## config.mk

```make
export PLATFORM = sky130hd
export DESIGN_NAME = exec_redirect_flat
export DESIGN_NICKNAME = d
export VERILOG_FILES = /design/src/rtl/exec_redirect_pkg.sv /design/src/rtl/exec_redirect_if.sv /design/src/rtl/exec_redirect_branch_cmp.sv /design/src/rtl/exec_redirect.sv /design/src/flat_wrapper.sv
export SDC_FILE = /design/constraint.sdc
export NUM_CORES = 1
export LEC_CHECK = 0
export ABC_CLOCK_PERIOD_IN_PS = 6100
export BUFFER_PORTS_ARGS = -buffer_cell sky130_fd_sc_hd__clkbuf_2
export CAP_MARGIN = 20
export CORE_ASPECT_RATIO = 1.75
export CORE_MARGIN = 2
export CORE_UTILIZATION = 57
export DETAILED_ROUTE_END_ITERATION = 6
export PLACE_DENSITY = 0.88
export SLEW_MARGIN = 20
export SYNTH_ARGS = -nofsm -noshare
export SYNTH_HDL_FRONTEND = slang
export SYNTH_SLANG_ARGS = --single-unit
```

## constraint.sdc

```tcl
create_clock -name clk -period 6.1 [get_ports clk]
set_input_delay 1.22 -clock clk [delete_from_list [all_inputs] [get_ports clk]]
set_output_delay 1.22 -clock clk [all_outputs]
set_load 0.05 [all_outputs]
```

## src/rtl/exec_redirect_pkg.sv

```systemverilog
`default_nettype none
// ============================================================================
//  Module      : exec_redirect_pkg
//  Description : Shared types and constants for the execute-stage redirect
//                unit (branch funct3 encodings, FSM states, default width).
//  Revision    : 1.0 - initial release
// ============================================================================
package exec_redirect_pkg;

    localparam int unsigned c_xlen_default = 32;

    // Branch funct3 encodings; 010 and 011 are reserved and never taken.
    typedef enum logic [2:0] {
        BR_EQ  = 3'b000,
        BR_NE  = 3'b001,
        BR_LT  = 3'b100,
        BR_GE  = 3'b101,
        BR_LTU = 3'b110,
        BR_GEU = 3'b111
    } br_op_e;

    typedef enum logic [0:0] {
        IDLE     = 1'b0,
        REDIRECT = 1'b1
    } redir_state_e;

endpackage
`default_nettype wire

```

## src/rtl/exec_redirect_if.sv

```systemverilog
`default_nettype none
// ============================================================================
//  Module      : exec_redirect_if
//  Description : EX-stage resolution inputs and fetch-stage redirect outputs.
//                The slave modport is the redirect unit; the master modport
//                is the surrounding pipeline.
//  Revision    : 1.0 - initial release
// ============================================================================
interface exec_redirect_if #(
    parameter int XLEN  = 32,
    parameter int CNT_W = 16
);
    logic             ex_valid;
    logic [XLEN-1:0]  ex_pc;
    logic             ex_is_branch;
    logic             ex_is_jal;
    logic             ex_is_jalr;
    logic [2:0]       ex_br_op;
    logic [XLEN-1:0]  ex_rs1;
    logic [XLEN-1:0]  ex_rs2;
    logic [XLEN-1:0]  ex_imm;
    logic             stall_req;

    logic             pc_src;
    logic             jalr_flag;
    logic [XLEN-1:0]  jalr_target_offset;
    logic [XLEN-1:0]  branch_target;
    logic             pc_write;
    logic             flush_if_id;
    logic             flush_id_ex;
    logic             exc_misaligned;
    logic [CNT_W-1:0] redirect_cnt;

    modport master (
        output ex_valid, ex_pc, ex_is_branch, ex_is_jal, ex_is_jalr,
               ex_br_op, ex_rs1, ex_rs2, ex_imm, stall_req,
        input  pc_src, jalr_flag, jalr_target_offset, branch_target,
               pc_write, flush_if_id, flush_id_ex, exc_misaligned,
               redirect_cnt
    );

    modport slave (
        input  ex_valid, ex_pc, ex_is_branch, ex_is_jal, ex_is_jalr,
               ex_br_op, ex_rs1, ex_rs2, ex_imm, stall_req,
        output pc_src, jalr_flag, jalr_target_offset, branch_target,
               pc_write, flush_if_id, flush_id_ex, exc_misaligned,
               redirect_cnt
    );
endinterface
`default_nettype wire

```

## src/rtl/exec_redirect_branch_cmp.sv

```systemverilog
`default_nettype none
// ============================================================================
//  Module      : branch_cmp
//  Description : Combinational branch condition evaluation from funct3.
//  Revision    : 1.0 - initial release
// ============================================================================
module branch_cmp
    import exec_redirect_pkg::*;
#(
    parameter int XLEN = c_xlen_default
) (
    input  wire logic [XLEN-1:0] rs1,
    input  wire logic [XLEN-1:0] rs2,
    input  wire logic [2:0]      br_op,
    output logic                 taken
);

    // Decode funct3 into a condition; reserved encodings fall through to 0.
    always_comb begin
        taken = 1'b0;
        case (br_op_e'(br_op))
            BR_EQ:   taken = (rs1 == rs2);
            BR_NE:   taken = (rs1 != rs2);
            BR_LT:   taken = ($signed(rs1) <  $signed(rs2));
            BR_GE:   taken = ($signed(rs1) >= $signed(rs2));
            BR_LTU:  taken = (rs1 <  rs2);
            BR_GEU:  taken = (rs1 >= rs2);
            default: taken = 1'b0;
        endcase
    end

endmodule
`default_nettype wire

```

## src/rtl/exec_redirect.sv

```systemverilog
`default_nettype none
// ============================================================================
//  Module      : exec_redirect
//  Description : Resolves control transfers in EX, issues a one-cycle
//                registered redirect with pipeline flushes, merges the
//                load-use stall into pc_write and counts redirects.
//  Revision    : 1.0 - initial release
// ============================================================================
module exec_redirect
    import exec_redirect_pkg::*;
#(
    parameter int XLEN  = c_xlen_default,
    parameter int CNT_W = 16
) (
    input  wire logic      clk,
    input  wire logic      rst,
    exec_redirect_if.slave bus
);

    redir_state_e     r_state;
    redir_state_e     w_state_next;
    logic             r_run;
    logic             r_jalr_flag;
    logic [XLEN-1:0]  r_jalr_tgt;
    logic [XLEN-1:0]  r_br_tgt;
    logic             r_exc;
    logic [CNT_W-1:0] r_cnt;

    logic             w_br_taken;
    logic [XLEN-1:0]  w_br_tgt;
    logic [XLEN-1:0]  w_jalr_tgt;
    logic             w_taken;
    logic             w_resolve;
    logic             w_misaligned;
    logic             w_redirect;

    branch_cmp #(.XLEN(XLEN)) u_branch_cmp (
        .rs1   (bus.ex_rs1),
        .rs2   (bus.ex_rs2),
        .br_op (bus.ex_br_op),
        .taken (w_br_taken)
    );

    assign w_br_tgt     = bus.ex_pc + bus.ex_imm;
    assign w_jalr_tgt   = (bus.ex_rs1 + bus.ex_imm) & ~{{(XLEN-1){1'b0}}, 1'b1};
    assign w_taken      = bus.ex_is_jal | bus.ex_is_jalr
                        | (bus.ex_is_branch & w_br_taken);
    // Instructions seen during REDIRECT are wrong-path and never resolve.
    assign w_resolve    = (r_state == IDLE) & bus.ex_valid & w_taken;
    assign w_misaligned = bus.ex_is_jalr ? w_jalr_tgt[1] : w_br_tgt[1];
    assign w_redirect   = w_resolve & ~w_misaligned;

    // State register.
    always_ff @(posedge clk or posedge rst) begin
        if (rst) r_state <= IDLE;
        else     r_state <= w_state_next;
    end

    // Next state: REDIRECT lasts exactly one cycle.
    always_comb begin
        w_state_next = IDLE;
        case (r_state)
            IDLE:     w_state_next = w_redirect ? REDIRECT : IDLE;
            REDIRECT: w_state_next = IDLE;
            default:  w_state_next = IDLE;
        endcase
    end

    // Capture targets on redirect; report misalignment for one cycle.
    always_ff @(posedge clk or posedge rst) begin
        if (rst) begin
            r_jalr_flag <= 1'b0;
            r_jalr_tgt  <= '0;
            r_br_tgt    <= '0;
            r_exc       <= 1'b0;
        end else begin
            r_exc <= w_resolve & w_misaligned;
            if (w_redirect) begin
                r_jalr_flag <= bus.ex_is_jalr;
                r_jalr_tgt  <= w_jalr_tgt;
                r_br_tgt    <= w_br_tgt;
            end
        end
    end

    // Saturating redirect counter.
    always_ff @(posedge clk or posedge rst) begin
        if (rst)                           r_cnt <= '0;
        else if (w_redirect && r_cnt != '1) r_cnt <= r_cnt + 1'b1;
    end

    // Holds pc_write low while in reset and for the cycle of deassertion.
    always_ff @(posedge clk or posedge rst) begin
        if (rst) r_run <= 1'b0;
        else     r_run <= 1'b1;
    end

    assign bus.pc_src             = (r_state == REDIRECT);
    assign bus.flush_if_id        = (r_state == REDIRECT);
    assign bus.flush_id_ex        = (r_state == REDIRECT);
    assign bus.pc_write           = r_run & ((r_state == REDIRECT) | ~bus.stall_req);
    assign bus.jalr_flag          = r_jalr_flag;
    assign bus.jalr_target_offset = r_jalr_tgt;
    assign bus.branch_target      = r_br_tgt;
    assign bus.exc_misaligned     = r_exc;
    assign bus.redirect_cnt       = r_cnt;

endmodule
`default_nettype wire

```

## src/flat_wrapper.sv

```systemverilog
// flat-port wrapper written by rule: the top's interface ports become plain ports
module exec_redirect_flat import exec_redirect_pkg::*;
#(
    parameter int XLEN  = c_xlen_default,
    parameter int CNT_W = 16
)
  (clk, rst, bus_ex_valid, bus_ex_pc, bus_ex_is_branch, bus_ex_is_jal, bus_ex_is_jalr, bus_ex_br_op, bus_ex_rs1, bus_ex_rs2, bus_ex_imm, bus_stall_req, bus_pc_src, bus_jalr_flag, bus_jalr_target_offset, bus_branch_target, bus_pc_write, bus_flush_if_id, bus_flush_id_ex, bus_exc_misaligned, bus_redirect_cnt);
  exec_redirect_if #(.XLEN(XLEN), .CNT_W(CNT_W)) bus_i ();
  input  wire logic clk;
  input  wire logic rst;
  input wire logic [$bits(bus_i.ex_valid)-1:0] bus_ex_valid;
  input wire logic [$bits(bus_i.ex_pc)-1:0] bus_ex_pc;
  input wire logic [$bits(bus_i.ex_is_branch)-1:0] bus_ex_is_branch;
  input wire logic [$bits(bus_i.ex_is_jal)-1:0] bus_ex_is_jal;
  input wire logic [$bits(bus_i.ex_is_jalr)-1:0] bus_ex_is_jalr;
  input wire logic [$bits(bus_i.ex_br_op)-1:0] bus_ex_br_op;
  input wire logic [$bits(bus_i.ex_rs1)-1:0] bus_ex_rs1;
  input wire logic [$bits(bus_i.ex_rs2)-1:0] bus_ex_rs2;
  input wire logic [$bits(bus_i.ex_imm)-1:0] bus_ex_imm;
  input wire logic [$bits(bus_i.stall_req)-1:0] bus_stall_req;
  output wire logic [$bits(bus_i.pc_src)-1:0] bus_pc_src;
  output wire logic [$bits(bus_i.jalr_flag)-1:0] bus_jalr_flag;
  output wire logic [$bits(bus_i.jalr_target_offset)-1:0] bus_jalr_target_offset;
  output wire logic [$bits(bus_i.branch_target)-1:0] bus_branch_target;
  output wire logic [$bits(bus_i.pc_write)-1:0] bus_pc_write;
  output wire logic [$bits(bus_i.flush_if_id)-1:0] bus_flush_if_id;
  output wire logic [$bits(bus_i.flush_id_ex)-1:0] bus_flush_id_ex;
  output wire logic [$bits(bus_i.exc_misaligned)-1:0] bus_exc_misaligned;
  output wire logic [$bits(bus_i.redirect_cnt)-1:0] bus_redirect_cnt;
  assign bus_i.ex_valid = bus_ex_valid;
  assign bus_i.ex_pc = bus_ex_pc;
  assign bus_i.ex_is_branch = bus_ex_is_branch;
  assign bus_i.ex_is_jal = bus_ex_is_jal;
  assign bus_i.ex_is_jalr = bus_ex_is_jalr;
  assign bus_i.ex_br_op = bus_ex_br_op;
  assign bus_i.ex_rs1 = bus_ex_rs1;
  assign bus_i.ex_rs2 = bus_ex_rs2;
  assign bus_i.ex_imm = bus_ex_imm;
  assign bus_i.stall_req = bus_stall_req;
  assign bus_pc_src = bus_i.pc_src;
  assign bus_jalr_flag = bus_i.jalr_flag;
  assign bus_jalr_target_offset = bus_i.jalr_target_offset;
  assign bus_branch_target = bus_i.branch_target;
  assign bus_pc_write = bus_i.pc_write;
  assign bus_flush_if_id = bus_i.flush_if_id;
  assign bus_flush_id_ex = bus_i.flush_id_ex;
  assign bus_exc_misaligned = bus_i.exc_misaligned;
  assign bus_redirect_cnt = bus_i.redirect_cnt;
  exec_redirect #(.XLEN(XLEN), .CNT_W(CNT_W)) u_core (.clk(clk), .rst(rst), .bus(bus_i));
endmodule
```

==> results of run 1 <==
-- routing by layer --
metal  vias up  global-route usage [%]  part of all wire (%)  wire [um]
met1      3369                    31.5                    34       7300
met3       123                    3.56                   4.7       1010
met5         -                       0                     0          0
li1       3529                       -                     -          -
met4         0                    26.4                   9.6       2070
met2       324                    56.9                    52      11200
-- area by class of cell --
cell class	instances	share of cell area, %
Multi-Input combinational cell	698	54.8
Sequential cell	83	23.7
Timing Repair Buffer	225	13.0
Clock buffer	9	2.57
Inverter	56	2.41
Tap cell	168	2.39
Clock inverter	7	1.20
-- path summary, 6_finish.rpt --
check	startpoint	end	slack [ns]	cells past startpoint
worst min register to register	u_core.bus.branch_target[4]$_DFFE_PP0P_	u_core.bus.branch_target[4]$_DFFE_PP0P_	0.48	2
worst max-delay path	bus_ex_rs1[15]	u_core.bus.branch_target[28]$_DFFE_PP0P_	1.90	12
worst max register to register	u_core.bus.redirect_cnt[6]$_DFFE_PP0P_	u_core.bus.redirect_cnt[1]$_DFFE_PP0P_	3.62	6
min in group asynchronous	rst	u_core.bus.branch_target[7]$_DFFE_PP0P_	1.08	3
max in group asynchronous	rst	u_core.bus.exc_misaligned$_DFF_PP0_	4.50	3
worst min-delay path	u_core.bus.branch_target[4]$_DFFE_PP0P_	u_core.bus.branch_target[4]$_DFFE_PP0P_	0.48	2
-- synthesized netlist by cell type (all sizes together) (4+ instances only) --
cell / instances
a211o: 4
a211oi: 12
a21boi: 4
a21o: 28
a21oi: 60
a31oi: 11
and2: 7
and3: 5
buf: 12
clkbuf: 13
dfrtp: 83
ha: 94
inv: 56
mux2: 5
nand2: 109
nand2b: 9
nand3: 21
nand4: 17
nor2: 42
nor2b: 9
nor3: 21
nor3b: 5
nor4: 9
o21a: 9
o21ai: 83
o31ai: 8
or3: 8
xnor2: 25
xor2: 39
-- metrics by stage --
| step | std cells | setup slack, ns | util (%) | hold slack, ns |
|---|---|---|---|---|
| floorplan | 862 | 2.48 | - | 0.749 |
| global placement | 1230 | 1.67 | 67.9 | 0.461 |
| detailed placement | 1230 | 1.56 | 67.9 | 0.471 |
| CTS | 1246 | 1.92 | 70.6 | 0.485 |
| global route | 1246 | 1.66 | 70.6 | 0.513 |
| finish | 1246 | 1.90 | 70.6 | 0.478 |
-- logic make-up after synthesis --
group / after synthesis / share of synthesized area [%]
simple gates: 273 / 18.6
compound gates: 255 / 22.0
fa+ha+maj: 96 / 16.8
flops: 83 / 28.8
buf+inv: 81 / 4.70
xor+xnor: 64 / 7.76
mux: 8 / 1.20
other cells: 2 / 0.104
-- power breakdown --
group,internal [mW],switching (mW),total (mW)
Sequential,0.750,0.134,0.884
Clock,0.366,0.249,0.615
Combinational,0.428,1.22,1.64
-- worst max-delay path: cells and delay by family --
family,cells,cell delay (ns)
AO/OA/AOI/OAI,4,1.14
adder cells (fa/ha/maj),1,0.37
buffers and inverters,2,0.50
multiplexers,1,0.25
AND/OR/NAND/NOR,4,0.96
-- sequential cells by signal, summed over array words and instances, names as in the netlist --
register / flops
u_core.bus.exc_misaligned: 1
u_core.r_run: 1
u_core.bus.redirect_cnt: 16
u_core.bus.jalr_target_offset: 31
u_core.bus.flush_id_ex: 1
u_core.bus.branch_target: 32
u_core.bus.jalr_flag: 1
==> metrics, run 1 <==
# DRC 0; Synth warnings 0; Post-synth ARST share 100%; TritonCTS clock tree yes; Die ar. 13600 sq um; clk sinks 83; post-route cell area 8780 sq um; hold_buf cts 0; most common cell after layout, fill and taps aside clkbuf_2; Most common cell on crit path a21oi_1; max incr delay on CP 0.52 ns; fin crit period 4.20 ns; post-route setup TNS 0 ns; post-synthesis sequential area ratio 28.8%; CTS H-tree depth 3; drt pass-1 iters 6; Max-slew headroom 28.8%; pwr/cell area 358 nW/um^2; type of the worst min-delay path flop to flop; CP required 6.37 ns; CTS root buffer clkbuf_16; area post-placement 8440 sq um; postcts setup bufs 0; final antenna-violating net count 0; ant diodes 0; clock skew 0.00617 ns; Starting Density 58.1%; slowest library cell on the worst path a21o_4; WL/cell 17.3 um; Inserted Clock Buffers 9; FF+latch area 2080 sq um; area of the multi-input gates 4810 sq um; Final Hold Fails 0; die width 89.1 um; HPWL Detailed 17600 um; maxcap violations 0; largest net degree at the start of global routing 84; Synthesized Nets 1096; Least-Margin Pin Slew 1.06 ns; Vias per Instance 5.89; type of the worst setup path input pin to flop; Worst-path clk slew 0.07 ns; Top FF cell, synth dfrtp_1; EDFF count, synth 0; Tcrit/Tclk final 68.8%; final total power 3.14 mW; commonest non-fill, non-tap cells in the layout clkbuf_2 (222), nand2_1 (109), ha_1 (94); post-CTS resize count 0; I/O Pins 224; Core Rows 54; fmax 0.238 GHz; CP endpoint kind flop; library cells used by synthesis 63; Peak VDD IR 0.000204 V; # setup viols final 0; RD Place Congestion 0.956; number of global-route vias before repair 7387; initial antenna violation count 0; GRT overflow 0; largest area contributor in the netlist dfrtp_1; Startpoint Class input pin; CP max FO 60; WP data arrival 4.46 ns; first-pass GRT wire length 33800 um; chip height 153 um; vias 7345; Core ar. 12400 sq um; DRT iter0 DRCs 310; area fraction of the dominant cell type after synthesis 28.8%; maximum clock insertion buffer count 2; flops & latches, synth 83; layout cells sized above 1 24.2%; Slew Viols, Final 0; static leakage 4.67 nW; PortBufs 222; status finished, final reports clean; Post-Syn Area 7220 sq um; CP cell instances clkbuf_2 > ha_1 > nand4_1 > nor4_2 > a21oi_1 > a211oi_1 > nor2_1 > mux2i_1 > a21o_4 > buf_4 > nor3_1 > a21oi_1; GRT Total Usage 32.0%; P&R area growth vs syn 21.6%; Mean Syn Cell Area 8.38 sq um; worst-skew pair later-pin latency 0.35 ns; RSZ-0062 raised after global routing no; final wirelength 21600 um; Layout fillers 1058; fin nets 1307; ranking of synthesized cells by area dfrtp_1 (29%), ha_1 (16%), o21ai_0 (5.8%); cell count after synthesis 862
No activity file was read; power rests on OpenSTA's default activity.
==> inputs of run 2 (changes only) <==
--- a/config.mk
+++ b/config.mk
@@ -5,14 +5,14 @@
 export SDC_FILE = /design/constraint.sdc
 export NUM_CORES = 1
 export LEC_CHECK = 0
-export ABC_CLOCK_PERIOD_IN_PS = 6100
+export ABC_CLOCK_PERIOD_IN_PS = 4300
 export BUFFER_PORTS_ARGS = -buffer_cell sky130_fd_sc_hd__clkbuf_2
 export CAP_MARGIN = 20
 export CORE_ASPECT_RATIO = 1.75
 export CORE_MARGIN = 2
-export CORE_UTILIZATION = 57
+export CORE_UTILIZATION = 53
 export DETAILED_ROUTE_END_ITERATION = 6
-export PLACE_DENSITY = 0.88
+export PLACE_DENSITY = 0.82
 export SLEW_MARGIN = 20
 export SYNTH_ARGS = -nofsm -noshare
 export SYNTH_HDL_FRONTEND = slang
==> constraint.sdc (replaced) <==
create_clock -name clk -period 4.3 [get_ports clk]
set_input_delay 0.86 -clock clk [delete_from_list [all_inputs] [get_ports clk]]
set_output_delay 0.86 -clock clk [all_outputs]
set_load 0.05 [all_outputs]
==> metrics, run 2 (synthesized netlist as in run 1, its figures left out) <==
drt pass-1 iters 5; Starting Density 53.9%; P&R area growth vs syn 21.6%; pwr/cell area 502 nW/um^2; DP Worst Slack 0.355 ns; number of global-route vias before repair 7097; CTS root buffer clkbuf_16; Worst Slack Setup Final 0.662 ns; most common cell after layout, fill and taps aside clkbuf_2; worst-skew pair later-pin latency 0.34 ns; type of the worst min-delay path flop to flop; ant diodes 0; maximum clock insertion buffer count 2; CTS H-tree depth 3; RSZ-0062 raised after global routing no; TritonCTS clock tree yes; clock skew 0.0105 ns; final total power 4.40 mW; fin crit period 3.64 ns; initial antenna violation count 0; hold_buf cts 0; postcts setup bufs 0; type of the worst setup path input pin to flop; HPWL Detailed 18000 um; commonest non-fill, non-tap cells in the layout clkbuf_2 (222), nand2_1 (109), ha_1 (94); CP required 4.51 ns; post-route cell area 8780 sq um; area post-placement 8470 sq um; post-CTS resize count 0; DRT iter0 DRCs 310; area of the multi-input gates 4810 sq um; Final Hold Fails 0; PortBufs 222; final antenna-violating net count 0; Largest register FFs 32; Core ar. 13400 sq um; Worst-path clk slew 0.07 ns; Max-slew headroom 31.6%; final wirelength 21300 um; GRT overflow 0; # DRC 0; fmax 0.275 GHz; Peak VDD IR 0.000330 V; GRT Total Usage 29.4%; Least-Margin Pin Slew 1.02 ns; post-layout util 65.6%; WL/cell 17.0 um; Die ar. 14600 sq um; post-route setup TNS 0 ns; Startpoint Class input pin; Slew Viols, Final 0; first-pass GRT wire length 33600 um; static leakage 4.66 nW; CP max FO 37; Vias per Instance 5.69; FF+latch area 2080 sq um; status finished, final reports clean; largest net degree at the start of global routing 53; RD Place Congestion 0.969; Core Rows 56; clk sinks 83; Tcrit/Tclk final 84.6%; max incr delay on CP 0.46 ns; Inserted Clock Buffers 9; # setup viols final 0; CP cell instances clkbuf_2 > ha_1 > nand4_1 > nor4_2 > a21oi_1 > a211oi_1 > nor3_2 > mux2i_1 > a21o_4 > buf_4 > o21ai_0; layout cells sized above 1 24.4%; Layout fillers 1221; chip height 158 um; slowest library cell on the worst path nor4_2; WP data arrival 3.85 ns; fin nets 1310; I/O Pins 224; CP endpoint kind flop; maxcap violations 0; vias 7145; die width 92.2 um
[run 2: critical path: cells and delay by family]
kind,cells,cell delay [ns]
AO/OA/AOI/OAI,4,1.04
AND/OR/NAND/NOR,3,0.86
buffers and inverters,2,0.48
adder cells (fa/ha/maj),1,0.36
multiplexers,1,0.23
[run 2: power by group]
part / total [mW] / leakage [nW] / internal [mW] / switching [mW]
clock network: 0.814 / 0.141 / 0.459 / 0.356
registers: 1.25 / 1.04 / 1.06 / 0.190
logic: 2.34 / 3.47 / 0.610 / 1.72
[run 2: worst paths after layout]
check	startpoint	cells after the start	slack, ns	endpoint
min	u_core.bus.branch_target[9]$_DFFE_PP0P_	2	0.48	u_core.bus.branch_target[9]$_DFFE_PP0P_
max	bus_ex_rs1[15]	11	0.66	u_core.bus.branch_target[3]$_DFFE_PP0P_
max reg2reg	u_core.bus.redirect_cnt[6]$_DFFE_PP0P_	6	1.78	u_core.bus.redirect_cnt[1]$_DFFE_PP0P_
min in group asynchronous	rst	2	0.66	u_core.bus.jalr_target_offset[13]$_DFFE_PP0P_
min reg2reg	u_core.bus.branch_target[9]$_DFFE_PP0P_	2	0.48	u_core.bus.branch_target[9]$_DFFE_PP0P_
max in group asynchronous	rst	3	2.71	u_core.bus.branch_target[23]$_DFFE_PP0P_
[run 2: routing by layer]
| layer | global-route usage (%) | vias up | wire (um) | share of wire (%) |
|---|---|---|---|---|
| li1 | - | 3540 | - | - |
| met5 | 0 | - | 0 | 0 |
| met2 | 56.6 | 248 | 11600 | 55 |
| met4 | 19.3 | 0 | 1430 | 6.7 |
| met3 | 3.12 | 77 | 849 | 4.0 |
| met1 | 29.4 | 3280 | 7390 | 35 |
[run 2: layout make-up]
type | count | area share, %
inverter | 56 | 2.41
sequential | 83 | 23.7
timing repair buffer | 228 | 13.2
tap | 174 | 2.48
clock buffer | 9 | 2.57
multi-input combinational | 698 | 54.8
clock inverter | 7 | 0.926
[run 2: metrics by stage]
stage                     hold slack (ns)  std cells
after floorplan                     0.749        862
after global placement              0.461       1239
after detailed placement            0.471       1239
after CTS                           0.486       1255
after global routing                0.510       1255
final                               0.481       1255
==> inputs of run 3 (changes only) <==
--- a/config.mk
+++ b/config.mk
@@ -5,14 +5,14 @@
 export SDC_FILE = /design/constraint.sdc
 export NUM_CORES = 1
 export LEC_CHECK = 0
-export ABC_CLOCK_PERIOD_IN_PS = 4300
+export ABC_CLOCK_PERIOD_IN_PS = 3200
 export BUFFER_PORTS_ARGS = -buffer_cell sky130_fd_sc_hd__clkbuf_2
 export CAP_MARGIN = 20
 export CORE_ASPECT_RATIO = 1.75
 export CORE_MARGIN = 2
-export CORE_UTILIZATION = 53
+export CORE_UTILIZATION = 48
 export DETAILED_ROUTE_END_ITERATION = 6
-export PLACE_DENSITY = 0.82
+export PLACE_DENSITY = 0.79
 export SLEW_MARGIN = 20
 export SYNTH_ARGS = -nofsm -noshare
 export SYNTH_HDL_FRONTEND = slang
==> constraint.sdc (replaced) <==
create_clock -name clk -period 3.2 [get_ports clk]
set_input_delay 0.64 -clock clk [delete_from_list [all_inputs] [get_ports clk]]
set_output_delay 0.64 -clock clk [all_outputs]
set_load 0.05 [all_outputs]
==> metrics, run 3 (synthesized netlist as in run 1, its figures left out) <==
highest routed layer met4; CP cell instances clkbuf_2 > ha_1 > nand4_1 > buf_4 > nor4_4 > and4_1 > a211oi_2 > nor3_2 > mux2i_1 > a21o_4 > buf_4 > nor2_1 > mux2_2; post-route cell area 9570 sq um; first-pass GRT wire length 36400 um; Core Rows 59; worst-skew pair later-pin latency 0.35 ns; chip height 166 um; Vias per Instance 5.62; Most common cell on crit path buf_4; CP endpoint kind flop; Tcrit/Tclk final 97.9%; CP required 3.44 ns; type of the worst setup path input pin to flop; fin nets 1399; GRT overflow 0; maxcap violations 0; max incr delay on CP 0.37 ns; Core ar. 14800 sq um; most common cell after layout, fill and taps aside clkbuf_2; maximum clock insertion buffer count 2; met3 wire length 1160 um; hold slack final 0.341 ns; WP data arrival 3.37 ns; FF+latch area 2080 sq um; I/O Pins 224; GRT Total Usage 28.0%; Inserted Clock Buffers 9; HPWL Detailed 19100 um; CTS H-tree depth 3; pwr/cell area 637 nW/um^2; area post-placement 9190 sq um; clock skew 0.00756 ns; met1 WL 7840 um; RD Place Congestion 0.922; Layout fillers 1286; final antenna-violating net count 0; initial antenna violation count 1; WL/cell 16.9 um; Startpoint Class input pin; met2 routed WL 12300 um; Switch Pwr 3.10 mW; Max-slew headroom 57.1%; PortBufs 222; Slew Viols, Final 0; fin crit period 3.13 ns; # setup viols final 0; drt pass-1 iters 5; type of the worst min-delay path input pin to asynchronous set/reset pin; final wirelength 22900 um; largest net degree at the start of global routing 50; Die ar. 16100 sq um; Worst-path clk slew 0.07 ns; clk sinks 83; CTS root buffer clkbuf_16; Largest register FFs 32; vias 7604; TritonCTS clock tree yes; fmax 0.319 GHz; Sequential Power Share 27.4%; Peak VDD IR 0.000318 V; # DRC 0; die width 96.7 um; Worst Slack Setup Final 0.0668 ns; logic gate share of total power 54.6%; P&R area growth vs syn 32.5%; area of the multi-input gates 4860 sq um; DRT iter0 DRCs 292; Least-Margin Pin Slew 0.643 ns; DP Worst Slack -0.371 ns; clock share of power 18.0%; static leakage 5.12 nW; Starting Density 48.9%; status finished, final reports clean; Final Hold Fails 0; P_int 2.99 mW; slowest library cell on the worst path ha_1; layout cells sized above 1 30.9%; commonest non-fill, non-tap cells in the layout clkbuf_2 (222), nand2_1 (109), ha_1 (94); CP max FO 13; final total power 6.09 mW; number of global-route vias before repair 7752; Sw Share 50.9%
run 3: cell count changes in the layout (fill, tap and decap cells not counted), moves of 2 or more:
| cell | delta |
|---|---|
| nor4_1 | -3 |
| buf_4 | +85 |
| a211oi_1 | -2 |
| a211oi_2 | +2 |
| nor4_2 | +2 |
| buf_12 | +4 |
run 3: path summary, 6_finish.rpt:
path | start | to | slack [ns] | cells after the start
setup / recovery | bus_ex_rs1[15] | u_core.bus.redirect_cnt[1]$_DFFE_PP0P_ | 0.07 | 13
min in group clk | u_core.bus.branch_target[16]$_DFFE_PP0P_ | u_core.bus.branch_target[16]$_DFFE_PP0P_ | 0.48 | 2
hold / removal | rst | u_core.bus.branch_target[5]$_DFFE_PP0P_ | 0.34 | 2
hold reg to reg | u_core.bus.branch_target[16]$_DFFE_PP0P_ | u_core.bus.branch_target[16]$_DFFE_PP0P_ | 0.48 | 2
setup reg to reg | u_core.bus.redirect_cnt[6]$_DFFE_PP0P_ | u_core.bus.redirect_cnt[4]$_DFFE_PP0P_ | 1.19 | 7
max in group asynchronous | rst | u_core.bus.branch_target[24]$_DFFE_PP0P_ | 2.18 | 3
run 3: per-layer routing:
layer | up-vias | global-route usage, %
met1 | 3506 | 27.9
met3 | 82 | 4.25
met4 | 0 | 20.4
met5 | - | 0
met2 | 292 | 51.8
li1 | 3724 | -
run 3: layout make-up:
class                      count  area share [%]
inverter                      56            2.21
clock buffer                   9            2.35
sequential                    83            21.7
antenna                        1          0.0262
clock inverter                 7           0.850
timing repair buffer         317            19.6
tap                          183            2.39
multi-input combinational    698            50.9
run 3: critical path: cells and delay by family:
family / cells / cell delay (ns)
AND/OR/NAND/NOR: 5 / 1.05
AO/OA/AOI/OAI: 2 / 0.35
multiplexers: 2 / 0.48
buffers and inverters: 3 / 0.47
adder cells (fa/ha/maj): 1 / 0.37
run 3: power groups by stage:
stage	clock (mW)	combinational (mW)	sequential (mW)
floorplan	0	0.988	2.99
global placement	0	3.27	1.68
detailed placement	0	3.31	1.69
CTS	1.11	3.32	1.67
global route	1.15	3.54	1.72
finish	1.10	3.32	1.67
run 3: what timing repair did:
action,4_1_cts,5_1_grt
endpoints found under the setup margin,26,59
resized for setup,0,10
setup buffers,0,2
pin swaps,2,4
hold buffers,0,0
run 3: metrics by stage:
| stage | utilization [%] | cells | setup TNS [ns] |
|---|---|---|---|
| floorplan | - | 862 | 0 |
| detailed placement | 62.2 | 1335 | -24.72 |
| global route | 64.8 | 1354 | -0.228 |
| finish | 64.8 | 1354 | 0 |
| CTS | 64.3 | 1351 | 0 |
| global placement | 62.2 | 1335 | -20.48 |
